File: src/rtl/exc_ctrl_if.sv
// Commit-stage and fetch-redirect handshake bundle for exc_ctrl.
interface exc_ctrl_if;
  logic        commit_valid;
  logic        commit_ready;
  logic [31:0] commit_pc;
  logic        commit_bd;
  logic        commit_exc_valid;
  logic [4:0]  commit_exc_code;
  logic        commit_refill;
  logic [31:0] commit_badva;
  logic        commit_badva_valid;
  logic        commit_eret;
  logic        redirect_valid;
  logic [31:0] redirect_pc;
  logic        redirect_ready;

  // Producer side: commit stage plus fetch.
  modport master (
    output commit_valid, commit_pc, commit_bd, commit_exc_valid, commit_exc_code,
           commit_refill, commit_badva, commit_badva_valid, commit_eret, redirect_ready,
    input  commit_ready, redirect_valid, redirect_pc
  );

  // Sequencer side.
  modport slave (
    input  commit_valid, commit_pc, commit_bd, commit_exc_valid, commit_exc_code,
           commit_refill, commit_badva, commit_badva_valid, commit_eret, redirect_ready,
    output commit_ready, redirect_valid, redirect_pc
  );
endinterface

File: src/rtl/exc_ctrl.sv
// Precise exception/interrupt/ERET sequencer between commit and cp0.
// Optional event counters are built when EXC_CTRL_STATS_EN is defined;
// otherwise exc_count/int_count are constant zero.
module exc_ctrl #(
  parameter int unsigned SYNC_STAGES = 2
) (
  input  logic        clk,
  input  logic        rst_n,
  input  logic [4:0]  hw_int_async,
  output logic [4:0]  hw_int_sync,
  exc_ctrl_if.slave   bus,
  input  logic        interrupt_pending,
  input  logic [31:0] cp0_epc,
  input  logic [31:0] exc_handler,
  input  logic [31:0] int_handler,
  input  logic [31:0] tlb_refill_handler,
  output logic        exp_en,
  output logic        exp_bd,
  output logic [31:0] exp_epc,
  output logic [4:0]  exp_exccode,
  output logic [31:0] exp_badvaddr,
  output logic        exp_badvaddr_we,
  output logic        clear_exl,
  output logic        flush,
  output logic [31:0] exc_count,
  output logic [31:0] int_count
);

  localparam int unsigned XW = 32;
  localparam int unsigned CW = 5;

  typedef enum logic {IDLE, REDIRECT} state_t;

  state_t          state, state_n;
  logic            commit_ready_n;
  logic            exp_en_n, exp_bd_n, exp_badvaddr_we_n, clear_exl_n, flush_n;
  logic [XW-1:0]   exp_epc_n, exp_badvaddr_n, redirect_pc_n;
  logic [CW-1:0]   exp_exccode_n;
  logic            redirect_valid_n;
  logic            take_int_n, take_exc_n;

  // Next-state and registered-output decode.
  always_comb begin
    state_n           = state;
    commit_ready_n    = bus.commit_ready;
    exp_en_n          = 1'b0;
    clear_exl_n       = 1'b0;
    flush_n           = 1'b0;
    exp_bd_n          = exp_bd;
    exp_epc_n         = exp_epc;
    exp_exccode_n     = exp_exccode;
    exp_badvaddr_n    = exp_badvaddr;
    exp_badvaddr_we_n = exp_badvaddr_we;
    redirect_valid_n  = bus.redirect_valid;
    redirect_pc_n     = bus.redirect_pc;
    take_int_n        = 1'b0;
    take_exc_n        = 1'b0;
    case (state)
      IDLE: begin
        if (bus.commit_valid &&
            (interrupt_pending || bus.commit_exc_valid || bus.commit_eret)) begin
          state_n          = REDIRECT;
          commit_ready_n   = 1'b0;
          flush_n          = 1'b0 | 1'b1;
          redirect_valid_n = 1'b1;
          if (interrupt_pending || bus.commit_exc_valid) begin
            exp_en_n       = 1'b1;
            exp_bd_n       = bus.commit_bd;
            exp_epc_n      = bus.commit_bd ? bus.commit_pc - XW'(4) : bus.commit_pc;
            exp_badvaddr_n = bus.commit_badva;
            if (interrupt_pending) begin
              take_int_n        = 1'b1;
              exp_exccode_n     = '0;
              exp_badvaddr_we_n = 1'b0;
              redirect_pc_n     = int_handler;
            end else begin
              take_exc_n        = 1'b1;
              exp_exccode_n     = bus.commit_exc_code;
              exp_badvaddr_we_n = bus.commit_badva_valid;
              redirect_pc_n     = bus.commit_refill ? tlb_refill_handler : exc_handler;
            end
          end else begin
            clear_exl_n   = 1'b1;
            redirect_pc_n = cp0_epc;
          end
        end
      end
      REDIRECT: begin
        if (bus.redirect_ready) begin
          state_n          = IDLE;
          commit_ready_n   = 1'b1;
          redirect_valid_n = 1'b0;
        end
      end
      default: begin
        state_n          = IDLE;
        commit_ready_n   = 1'b1;
        redirect_valid_n = 1'b0;
      end
    endcase
  end

  // State and output registers.
  always_ff @(posedge clk or negedge rst_n) begin
    if (!rst_n) begin
      state              <= IDLE;
      bus.commit_ready   <= 1'b1;
      exp_en             <= 1'b0;
      exp_bd             <= 1'b0;
      exp_epc            <= '0;
      exp_exccode        <= '0;
      exp_badvaddr       <= '0;
      exp_badvaddr_we    <= 1'b0;
      clear_exl          <= 1'b0;
      flush              <= 1'b0;
      bus.redirect_valid <= 1'b0;
      bus.redirect_pc    <= '0;
    end else begin
      state              <= state_n;
      bus.commit_ready   <= commit_ready_n;
      exp_en             <= exp_en_n;
      exp_bd             <= exp_bd_n;
      exp_epc            <= exp_epc_n;
      exp_exccode        <= exp_exccode_n;
      exp_badvaddr       <= exp_badvaddr_n;
      exp_badvaddr_we    <= exp_badvaddr_we_n;
      clear_exl          <= clear_exl_n;
      flush              <= flush_n;
      bus.redirect_valid <= redirect_valid_n;
      bus.redirect_pc    <= redirect_pc_n;
    end
  end

  // Plain flop chain synchronizing the raw interrupt lines.
  logic [4:0] sync_q [SYNC_STAGES];

  always_ff @(posedge clk or negedge rst_n) begin
    if (!rst_n) begin
      for (int i = 0; i < int'(SYNC_STAGES); i++) sync_q[i] <= '0;
    end else begin
      sync_q[0] <= hw_int_async;
      for (int i = 1; i < int'(SYNC_STAGES); i++) sync_q[i] <= sync_q[i-1];
    end
  end

  assign hw_int_sync = sync_q[SYNC_STAGES-1];

`ifdef EXC_CTRL_STATS_EN
  logic [XW-1:0] exc_cnt_q, int_cnt_q;

  // Taken-event counters, updated on the same edge that raises exp_en.
  always_ff @(posedge clk or negedge rst_n) begin
    if (!rst_n) begin
      exc_cnt_q <= '0;
      int_cnt_q <= '0;
    end else begin
      if (take_exc_n) exc_cnt_q <= exc_cnt_q + XW'(1);
      if (take_int_n) int_cnt_q <= int_cnt_q + XW'(1);
    end
  end

  assign exc_count = exc_cnt_q;
  assign int_count = int_cnt_q;
`else
  logic unused_take;
  assign unused_take = take_exc_n ^ take_int_n;
  assign exc_count   = '0;
  assign int_count   = '0;
`endif

endmodule
File: src/flat_wrapper.sv
// flat-port wrapper written by rule: the top's interface ports become plain ports
module exc_ctrl_flat 
#(
  parameter int unsigned SYNC_STAGES = 2
)
  (clk, rst_n, hw_int_async, hw_int_sync, interrupt_pending, cp0_epc, exc_handler, int_handler, tlb_refill_handler, exp_en, exp_bd, exp_epc, exp_exccode, exp_badvaddr, exp_badvaddr_we, clear_exl, flush, exc_count, int_count, bus_commit_valid, bus_commit_pc, bus_commit_bd, bus_commit_exc_valid, bus_commit_exc_code, bus_commit_refill, bus_commit_badva, bus_commit_badva_valid, bus_commit_eret, bus_redirect_ready, bus_commit_ready, bus_redirect_valid, bus_redirect_pc);
  exc_ctrl_if bus_i ();
  input  logic clk;
  input  logic rst_n;
  input  logic [4:0] hw_int_async;
  output logic [4:0] hw_int_sync;
  input  logic interrupt_pending;
  input  logic [31:0] cp0_epc;
  input  logic [31:0] exc_handler;
  input  logic [31:0] int_handler;
  input  logic [31:0] tlb_refill_handler;
  output logic exp_en;
  output logic exp_bd;
  output logic [31:0] exp_epc;
  output logic [4:0] exp_exccode;
  output logic [31:0] exp_badvaddr;
  output logic exp_badvaddr_we;
  output logic clear_exl;
  output logic flush;
  output logic [31:0] exc_count;
  output logic [31:0] int_count;
  input wire logic [$bits(bus_i.commit_valid)-1:0] bus_commit_valid;
  input wire logic [$bits(bus_i.commit_pc)-1:0] bus_commit_pc;
  input wire logic [$bits(bus_i.commit_bd)-1:0] bus_commit_bd;
  input wire logic [$bits(bus_i.commit_exc_valid)-1:0] bus_commit_exc_valid;
  input wire logic [$bits(bus_i.commit_exc_code)-1:0] bus_commit_exc_code;
  input wire logic [$bits(bus_i.commit_refill)-1:0] bus_commit_refill;
  input wire logic [$bits(bus_i.commit_badva)-1:0] bus_commit_badva;
  input wire logic [$bits(bus_i.commit_badva_valid)-1:0] bus_commit_badva_valid;
  input wire logic [$bits(bus_i.commit_eret)-1:0] bus_commit_eret;
  input wire logic [$bits(bus_i.redirect_ready)-1:0] bus_redirect_ready;
  output wire logic [$bits(bus_i.commit_ready)-1:0] bus_commit_ready;
  output wire logic [$bits(bus_i.redirect_valid)-1:0] bus_redirect_valid;
  output wire logic [$bits(bus_i.redirect_pc)-1:0] bus_redirect_pc;
  assign bus_i.commit_valid = bus_commit_valid;
  assign bus_i.commit_pc = bus_commit_pc;
  assign bus_i.commit_bd = bus_commit_bd;
  assign bus_i.commit_exc_valid = bus_commit_exc_valid;
  assign bus_i.commit_exc_code = bus_commit_exc_code;
  assign bus_i.commit_refill = bus_commit_refill;
  assign bus_i.commit_badva = bus_commit_badva;
  assign bus_i.commit_badva_valid = bus_commit_badva_valid;
  assign bus_i.commit_eret = bus_commit_eret;
  assign bus_i.redirect_ready = bus_redirect_ready;
  assign bus_commit_ready = bus_i.commit_ready;
  assign bus_redirect_valid = bus_i.redirect_valid;
  assign bus_redirect_pc = bus_i.redirect_pc;
  exc_ctrl #(.SYNC_STAGES(SYNC_STAGES)) u_core (.clk(clk), .rst_n(rst_n), .hw_int_async(hw_int_async), .hw_int_sync(hw_int_sync), .bus(bus_i), .interrupt_pending(interrupt_pending), .cp0_epc(cp0_epc), .exc_handler(exc_handler), .int_handler(int_handler), .tlb_refill_handler(tlb_refill_handler), .exp_en(exp_en), .exp_bd(exp_bd), .exp_epc(exp_epc), .exp_exccode(exp_exccode), .exp_badvaddr(exp_badvaddr), .exp_badvaddr_we(exp_badvaddr_we), .clear_exl(clear_exl), .flush(flush), .exc_count(exc_count), .int_count(int_count));
endmodule
File: config.mk
export PLATFORM = sky130hd
export DESIGN_NAME = exc_ctrl_flat
export DESIGN_NICKNAME = d
export VERILOG_FILES = /design/src/rtl/exc_ctrl_if.sv /design/src/rtl/exc_ctrl.sv /design/src/flat_wrapper.sv
export SDC_FILE = /design/constraint.sdc
export NUM_CORES = 1
export LEC_CHECK = 0
export ABC_AREA = 0
export CAP_MARGIN = 20
export CORE_AREA = 2 2 152 154
export CTS_CLUSTER_SIZE = 20
export DETAILED_ROUTE_END_ITERATION = 10
export DIE_AREA = 0 0 154 156
export PLACE_DENSITY = 0.68
export SLEW_MARGIN = 20
export SYNTH_ARGS = -nofsm -noshare
export SYNTH_HDL_FRONTEND = slang
export SYNTH_SLANG_ARGS = --single-unit
File: constraint.sdc
create_clock -name clk -period 3.05 [get_ports clk]
set_input_delay 0.915 -clock clk [delete_from_list [all_inputs] [get_ports clk]]
set_output_delay 0.915 -clock clk [all_outputs]
set_load 0.005 [all_outputs]
==> results of run 1 <==
## per-stage QoR
step	std cells	power, mW	setup slack, ns
final	1274	5.81	0.492
after global routing	1274	6.13	0.387
after CTS	1274	5.90	0.503
after detailed placement	1242	3.90	0.0619
after global placement	1242	3.87	0.148
after floorplan	715	2.72	0.711
## logic make-up (layout without fill, tap and decap cells)
group                      count (synthesis)  after routing
xor gates and xnor gates                  12             12
DFF                                      119            119
muxes                                     64             64
AOI/OAI and AO/OA                         83             83
and+or+nand+nor                          259            259
adders and majority gates                  1              1
buffers and inverters                    113            387
other                                      1             64
## where the power goes
part           internal, mW  total (mW)  leakage, nW  switching (mW)
clock network          1.09        1.96        0.275           0.873
registers              1.92        2.12         1.44           0.196
logic                  1.09        1.73         2.76           0.644
total                  4.10        5.81         4.47            1.71
## layout make-up
type	instances	area [um^2]	share of cell area, %
repair buffers	348	3490	33.6
flip-flops and latches	119	2980	28.7
multi-input cells	483	2950	28.4
clock buffers	17	425	4.10
well taps	285	357	3.43
clock inverters	15	153	1.47
inverters	7	26.3	0.253
## worst register-to-register path, stage by stage, from the launching register on
cell and delay (ns):
dfrtp_1 0.40, nor2b_1 0.35, o31ai_4 0.17, buf_4 0.28, a221o_1 0.42
## cell usage in the layout, fill, tap and decap left out, drive strengths merged, types with 4 or more instances in the layout
master         netlist  routed
clkdlybuf4s50        0     322
nand2              141     141
dfrtp              118     118
conb                 1      64
nor2                55      55
mux2i               32      32
a221o               32      32
mux2                32      32
buf                 85      26
o21ai               18      18
clkbuf              21      17
a31oi               16      16
inv                  7      16
o31ai               11      11
nor3                11      11
or4                  9       9
nand3b               8       8
xor2                 8       8
nand4                8       8
or3                  6       6
xnor2                4       4
nor4                 4       4
## flip-flops by register name, indices dropped and copies added (netlist names)
| name | flops |
|---|---|
| u_core.bus.redirect_pc | 32 |
| u_core.exp_badvaddr | 32 |
| u_core.exp_epc | 32 |
| u_core.exp_exccode | 5 |
| u_core.hw_int_sync | 5 |
| u_core.sync_q | 5 |
| u_core.bus.commit_ready | 1 |
| u_core.bus.redirect_valid | 1 |
| u_core.clear_exl | 1 |
| u_core.exp_badvaddr_we | 1 |
| u_core.exp_bd | 1 |
| u_core.exp_en | 1 |
| u_core.flush | 1 |
| u_core.state | 1 |
## how the worst min path moves through the flow
| stage | endpoint | startpoint | slack, ns | cells past startpoint |
|---|---|---|---|---|
| floorplan | u_core.hw_int_sync[0] | u_core.sync_q[5] | 0.33 | 0 |
| global placement | u_core.hw_int_sync[4] | u_core.sync_q[9] | 0.33 | 0 |
| detailed placement | u_core.hw_int_sync[3] | u_core.sync_q[8] | 0.34 | 0 |
| CTS | u_core.hw_int_sync[3] | u_core.sync_q[8] | 0.36 | 0 |
| global route | u_core.hw_int_sync[3] | u_core.sync_q[8] | 0.36 | 0 |
| finish | u_core.hw_int_sync[3] | u_core.sync_q[8] | 0.35 | 0 |
## metal layers
layer	vias up	part of all wire (%)	GRT usage [%]
met5	-	0	0
met4	0	2.5	6.32
met3	35	7.4	4.64
met2	258	50	29.9
met1	2701	40	20.3
li1	2790	-	-
==> impl_metrics.tcl, run 1 <==
set metrics [dict create \
    syn_area_um2 6380 \
    final_area_um2 10400 \
    clk_latency_ns 0.41 \
    synth_cell_types 50 \
    ant_nets 0 \
    r2r_end "u_core.bus.redirect_pc[26]" \
    cpMaxStageDelayCell "clkdlybuf4s50_1" \
    fin_crit_sh_pct 83.9 \
    r2r_setup_slack_ns 1.32 \
    cts_tree "built" \
    path_max_fanout 7 \
    status "completed" \
    p_leak_nw 4.47 \
    vdd.ir_drop.worst_v 0.000266 \
    dpl-instance-area_um2 9800 \
    critical_path.cell_chain "clkdlybuf4s50_1 > inv_1 > ha_1 > and4bb_1 > buf_4 > nand4_1 > or4_1 > a31oi_1" \
    synthSimpleGateAreaFrac_pct 19.5 \
    ys_ff_latch 119 \
    fp.dieW_um 154 \
    utilization_pct 46.4 \
    synthAdderAreaFrac_pct 0.196 \
    setup_tns_ns 0 \
    worstPathRequired_ns 3.38 \
    grt_pass1_wl_um 32000 \
    cts.hold.buffers_added 0 \
    timing.rr.start "u_core.state" \
    vias 5784 \
    drive_gt1_share_pct 10.1 \
    crit_type "in2reg" \
    worst_pin_slew_ns 0.594 \
    drv_cap 0 \
    synth_top_cell_area_share_pct 46.3 \
    rr_worst_depth 4 \
    dp.final_hpwl_um 16400 \
    grt_pass1_vias 5713 \
    grtUsageTotal_pct 17.2 \
    clk_path_buf_depth 2 \
    muxShareOfSynthArea_pct 10.7 \
    drc 0 \
    floorplan.core_area_um2 22400 \
    cp.buffers_inverters 3 \
    initial_core_util_pct 28.5 \
    areaGrowthSynthToFinish_pct 62.8 \
    ios 389 \
    setup_viol 0 \
    dieArea_um2 24000 \
    min_path_type "reg2reg" \
    synth_top_family_by_area "simple AND/OR/NAND/NOR gates" \
    powerDensity_nw_per_um2 560 \
    ys.flop_type "dfrtp_1" \
    crit_end "u_core.exp_epc[18]" \
    cp-startpoint "bus_commit_pc[3]" \
    nNetsFinal 1189 \
    synth_edf_count 0 \
    globalRouteOverflowTotal 0 \
    ys_top_cells_by_count "141 x nand2_1, 118 x dfrtp_1, 70 x buf_4, 55 x nor2_1" \
    drt-total-wl_um 21400 \
    post_drt_wl_per_cell_um 16.8 \
    clk_pin_slew_ns 0.07 \
    synth-xor-area-share_pct 1.65 \
    postCtsSetupBuffers 0 \
    htreeDepth 4 \
    yosysMostFrequentCell "nand2_1" \
    root_buffer "clkbuf_16" \
    finalHoldViolations 0 \
    synthTopCellsByArea "dfrtp_1 46%, nand2_1 8.3%, buf_4 8.2%" \
    fin_hold_ws_ns 0.352 \
    ys_async_sr_fraction_pct 100 \
    clkSinkCount 119 \
    postCtsResizedCells 0 \
    finalWorstPathRequiredPeriod_ns 2.56 \
    worst_slew_margin_rel_pct 60.4 \
    cp-end-kind "flip-flop" \
    start_kind "input port" \
    vias_per_cell 4.54 \
    cp_top_family "simple AND/OR/NAND/NOR gates" \
    clock_skew_ns 0.0118 \
    fillers 2092 \
    cts_inserted_buffers 17 \
    seq_area_frac_synth_pct 46.7 \
    rows 55 \
    gp_congestion 0.848 \
    drtPass1Iterations 4 \
    cp.depth 8 \
    cpPeakStageDelay_ns 0.48 \
    synth_compound_area_share_pct 10.3 \
    syn_avg_cell_area_um2 9.78 \
    synth_largest_area_cell "dfrtp_1" \
    drtIter0Drc 274 \
    diodes 0 \
    synth_warnings 0 \
    arrival_ns 2.89 \
    postSynthCellCount 652 \
    rsz0062_at_grt "no" \
    fmax_ghz 0.391 \
    die_h_um 156 \
    slew_viol_final 0 \
    antenna_found_initial 0 \
    port_buffers 324 \
    grt_max_degree 72 \
]
Power figures use the tool's default switching activity.
==> run 2: changes to the inputs <==
--- a/config.mk
+++ b/config.mk
@@ -7,11 +7,11 @@
 export LEC_CHECK = 0
 export ABC_AREA = 0
 export CAP_MARGIN = 20
-export CORE_AREA = 2 2 152 154
+export CORE_AREA = 2 2 149 151
 export CTS_CLUSTER_SIZE = 20
 export DETAILED_ROUTE_END_ITERATION = 10
-export DIE_AREA = 0 0 154 156
-export PLACE_DENSITY = 0.68
+export DIE_AREA = 0 0 151 153
+export PLACE_DENSITY = 0.71
 export SLEW_MARGIN = 20
 export SYNTH_ARGS = -nofsm -noshare
 export SYNTH_HDL_FRONTEND = slang
==> constraint.sdc (replaced) <==
create_clock -name clk -period 2.57 [get_ports clk]
set_input_delay 0.771 -clock clk [delete_from_list [all_inputs] [get_ports clk]]
set_output_delay 0.771 -clock clk [all_outputs]
set_load 0.005 [all_outputs]
==> run 2 against run 1 <==
  * First-iteration DRC count is 29% lower
  * Sequential cell count stayed put
  * Via count is 5.4% higher
  * Utilization is 3.4 points higher
  * Global-route usage is 1.7 points higher
  * Critical endpoint is now u_core.exp_epc[24]
==> impl_metrics.tcl, run 2 (same netlist as run 1, synthesis figures left out) <==
set metrics [dict create \
    gp_congestion 0.868 \
    final_area_um2 10700 \
    clk_latency_ns 0.41 \
    vias_per_cell 4.65 \
    vdd.ir_drop.worst_v 0.000405 \
    grt_max_degree 59 \
    final_common_cell "clkdlybuf4s50_1" \
    globalRouteOverflowTotal 0 \
    port_buffers 324 \
    floorplan.core_area_um2 21500 \
    clock_skew_ns 0.00833 \
    seqCellArea_um2 2980 \
    root_buffer "clkbuf_16" \
    rsz0062_at_grt "no" \
    cts_tree "built" \
    drv_cap 0 \
    finalWorstPathRequiredPeriod_ns 2.34 \
    r2r_end "u_core.bus.redirect_pc[1]" \
    cp-end-kind "flip-flop" \
    cpPeakStageDelay_ns 0.55 \
    largestRegisters "u_core.bus.redirect_pc x32, u_core.exp_badvaddr x32, u_core.exp_epc x32" \
    cp_top_family "simple AND/OR/NAND/NOR gates" \
    drt-total-wl_um 22000 \
    grtUsageTotal_pct 18.9 \
    drive_gt1_share_pct 13.6 \
    multi_input_area_um2 2950 \
    arrival_ns 2.67 \
    die_h_um 153 \
    seqPwrFrac_pct 36.3 \
    start_kind "input port" \
    p_leak_nw 4.67 \
    crit_type "in2reg" \
    clk_pin_slew_ns 0.06 \
    grt_pass1_wl_um 33800 \
    slew_viol_final 0 \
    setup_viol 0 \
    p_int_mw 4.90 \
    clk_path_buf_depth 2 \
    dieArea_um2 23100 \
    cts.hold.buffers_added 0 \
    postCtsSetupBuffers 0 \
    vias 6098 \
    p_sw_share_pct 29.4 \
    nNetsFinal 1229 \
    final_cells 1311 \
    antenna_found_initial 3 \
    worstPathRequired_ns 2.90 \
    pwr-share-clk_pct 33.3 \
    rr_worst_depth 6 \
    postCtsResizedCells 0 \
    ios 389 \
    layout_common_cells "322 x clkdlybuf4s50_1, 141 x nand2_1, 118 x dfrtp_1, 64 x conb_1, 57 x buf_4" \
    timing.rr.start "u_core.state" \
    setup_tns_ns 0 \
    dp.final_hpwl_um 17200 \
    drc 0 \
    grt_pass1_vias 6127 \
    rows 54 \
    path_max_fanout 8 \
    fmax_ghz 0.427 \
    dpl-instance-area_um2 10100 \
    combPwrFrac_pct 30.4 \
    cts_inserted_buffers 17 \
    areaGrowthSynthToFinish_pct 67.9 \
    fp.dieW_um 151 \
    min_path_type "in2async" \
    fin_crit_sh_pct 91.1 \
    post_drt_wl_per_cell_um 16.8 \
    drtIter0Drc 195 \
    fillers 2000 \
    ant_nets 0 \
    p_sw_mw 2.04 \
    critical_path.cell_chain "clkdlybuf4s50_1 > inv_1 > ha_1 > and4bb_1 > nand2_1 > or4b_1 > a31oi_1" \
    cpMaxStageDelayCell "or4b_1" \
    powerDensity_nw_per_um2 648 \
    initial_core_util_pct 29.7 \
    dp_cells 1277 \
    finalHoldViolations 0 \
    drtPass1Iterations 4 \
    r2r_setup_slack_ns 1.02 \
    cp.buffers_inverters 2 \
    htreeDepth 4 \
    finalPower_mw 6.94 \
    clkSinkCount 119 \
    status "completed" \
]
-- run 2: worst max path at each step --
stage                                 start                    endpoint  slack [ns]  cells past startpoint
after floorplan           bus_commit_refill  u_core.bus.redirect_pc[21]        0.38                      6
after global placement     bus_commit_pc[3]          u_core.exp_epc[24]       -0.12                      7
after detailed placement   bus_commit_pc[3]          u_core.exp_epc[22]       -0.19                      7
after CTS                  bus_commit_pc[3]          u_core.exp_epc[24]        0.26                      7
after global routing       bus_commit_pc[3]          u_core.exp_epc[24]        0.10                      7
final                      bus_commit_pc[3]          u_core.exp_epc[24]        0.23                      7
-- run 2: cell type report --
class / count / share of cell area [%]
multi-input combinational: 483 / 27.6
timing repair buffer: 388 / 35.6
tap: 280 / 3.27
inverter: 7 / 0.245
clock inverter: 15 / 1.44
antenna: 2 / 0.0467
clock buffer: 17 / 3.97
sequential: 119 / 27.8
-- run 2: per-layer routing --
layer  wire [um]  track usage (%)  vias up
met5          13                0        -
met4         604             7.34        2
met3        1940             5.79       36
met2       10800             32.1      281
met1        8600             22.2     2903
li1            -                -     2876
-- run 2: metrics by stage --
step	hold WS, ns	setup WS (ns)	utilization, %
after floorplan	0.331	0.375	-
final	0.290	0.229	49.8
after CTS	0.281	0.261	49.8
after global placement	0.332	-0.124	47.1
after detailed placement	0.336	-0.185	47.1
after global routing	0.298	0.104	49.8
-- run 2: power by group through the flow --
stage          Sequential [mW]  Combinational [mW]  Clock (mW)
2_1_floorplan             2.55               0.676           0
3_3_place_gp              2.53                2.11           0
3_5_place_dp              2.55                2.13           0
4_1_cts                   2.52                2.14        2.37
5_1_grt                   2.57                2.29        2.46
6_report                  2.52                2.11        2.31
==> run 3: changes to the inputs <==
--- a/config.mk
+++ b/config.mk
@@ -12,7 +12,6 @@
 export DETAILED_ROUTE_END_ITERATION = 10
 export DIE_AREA = 0 0 151 153
 export PLACE_DENSITY = 0.71
-export SLEW_MARGIN = 20
 export SYNTH_ARGS = -nofsm -noshare
 export SYNTH_HDL_FRONTEND = slang
 export SYNTH_SLANG_ARGS = --single-unit
==> results of run 3 <==
Final layout, timing and power as in run 2 (identical DEF).
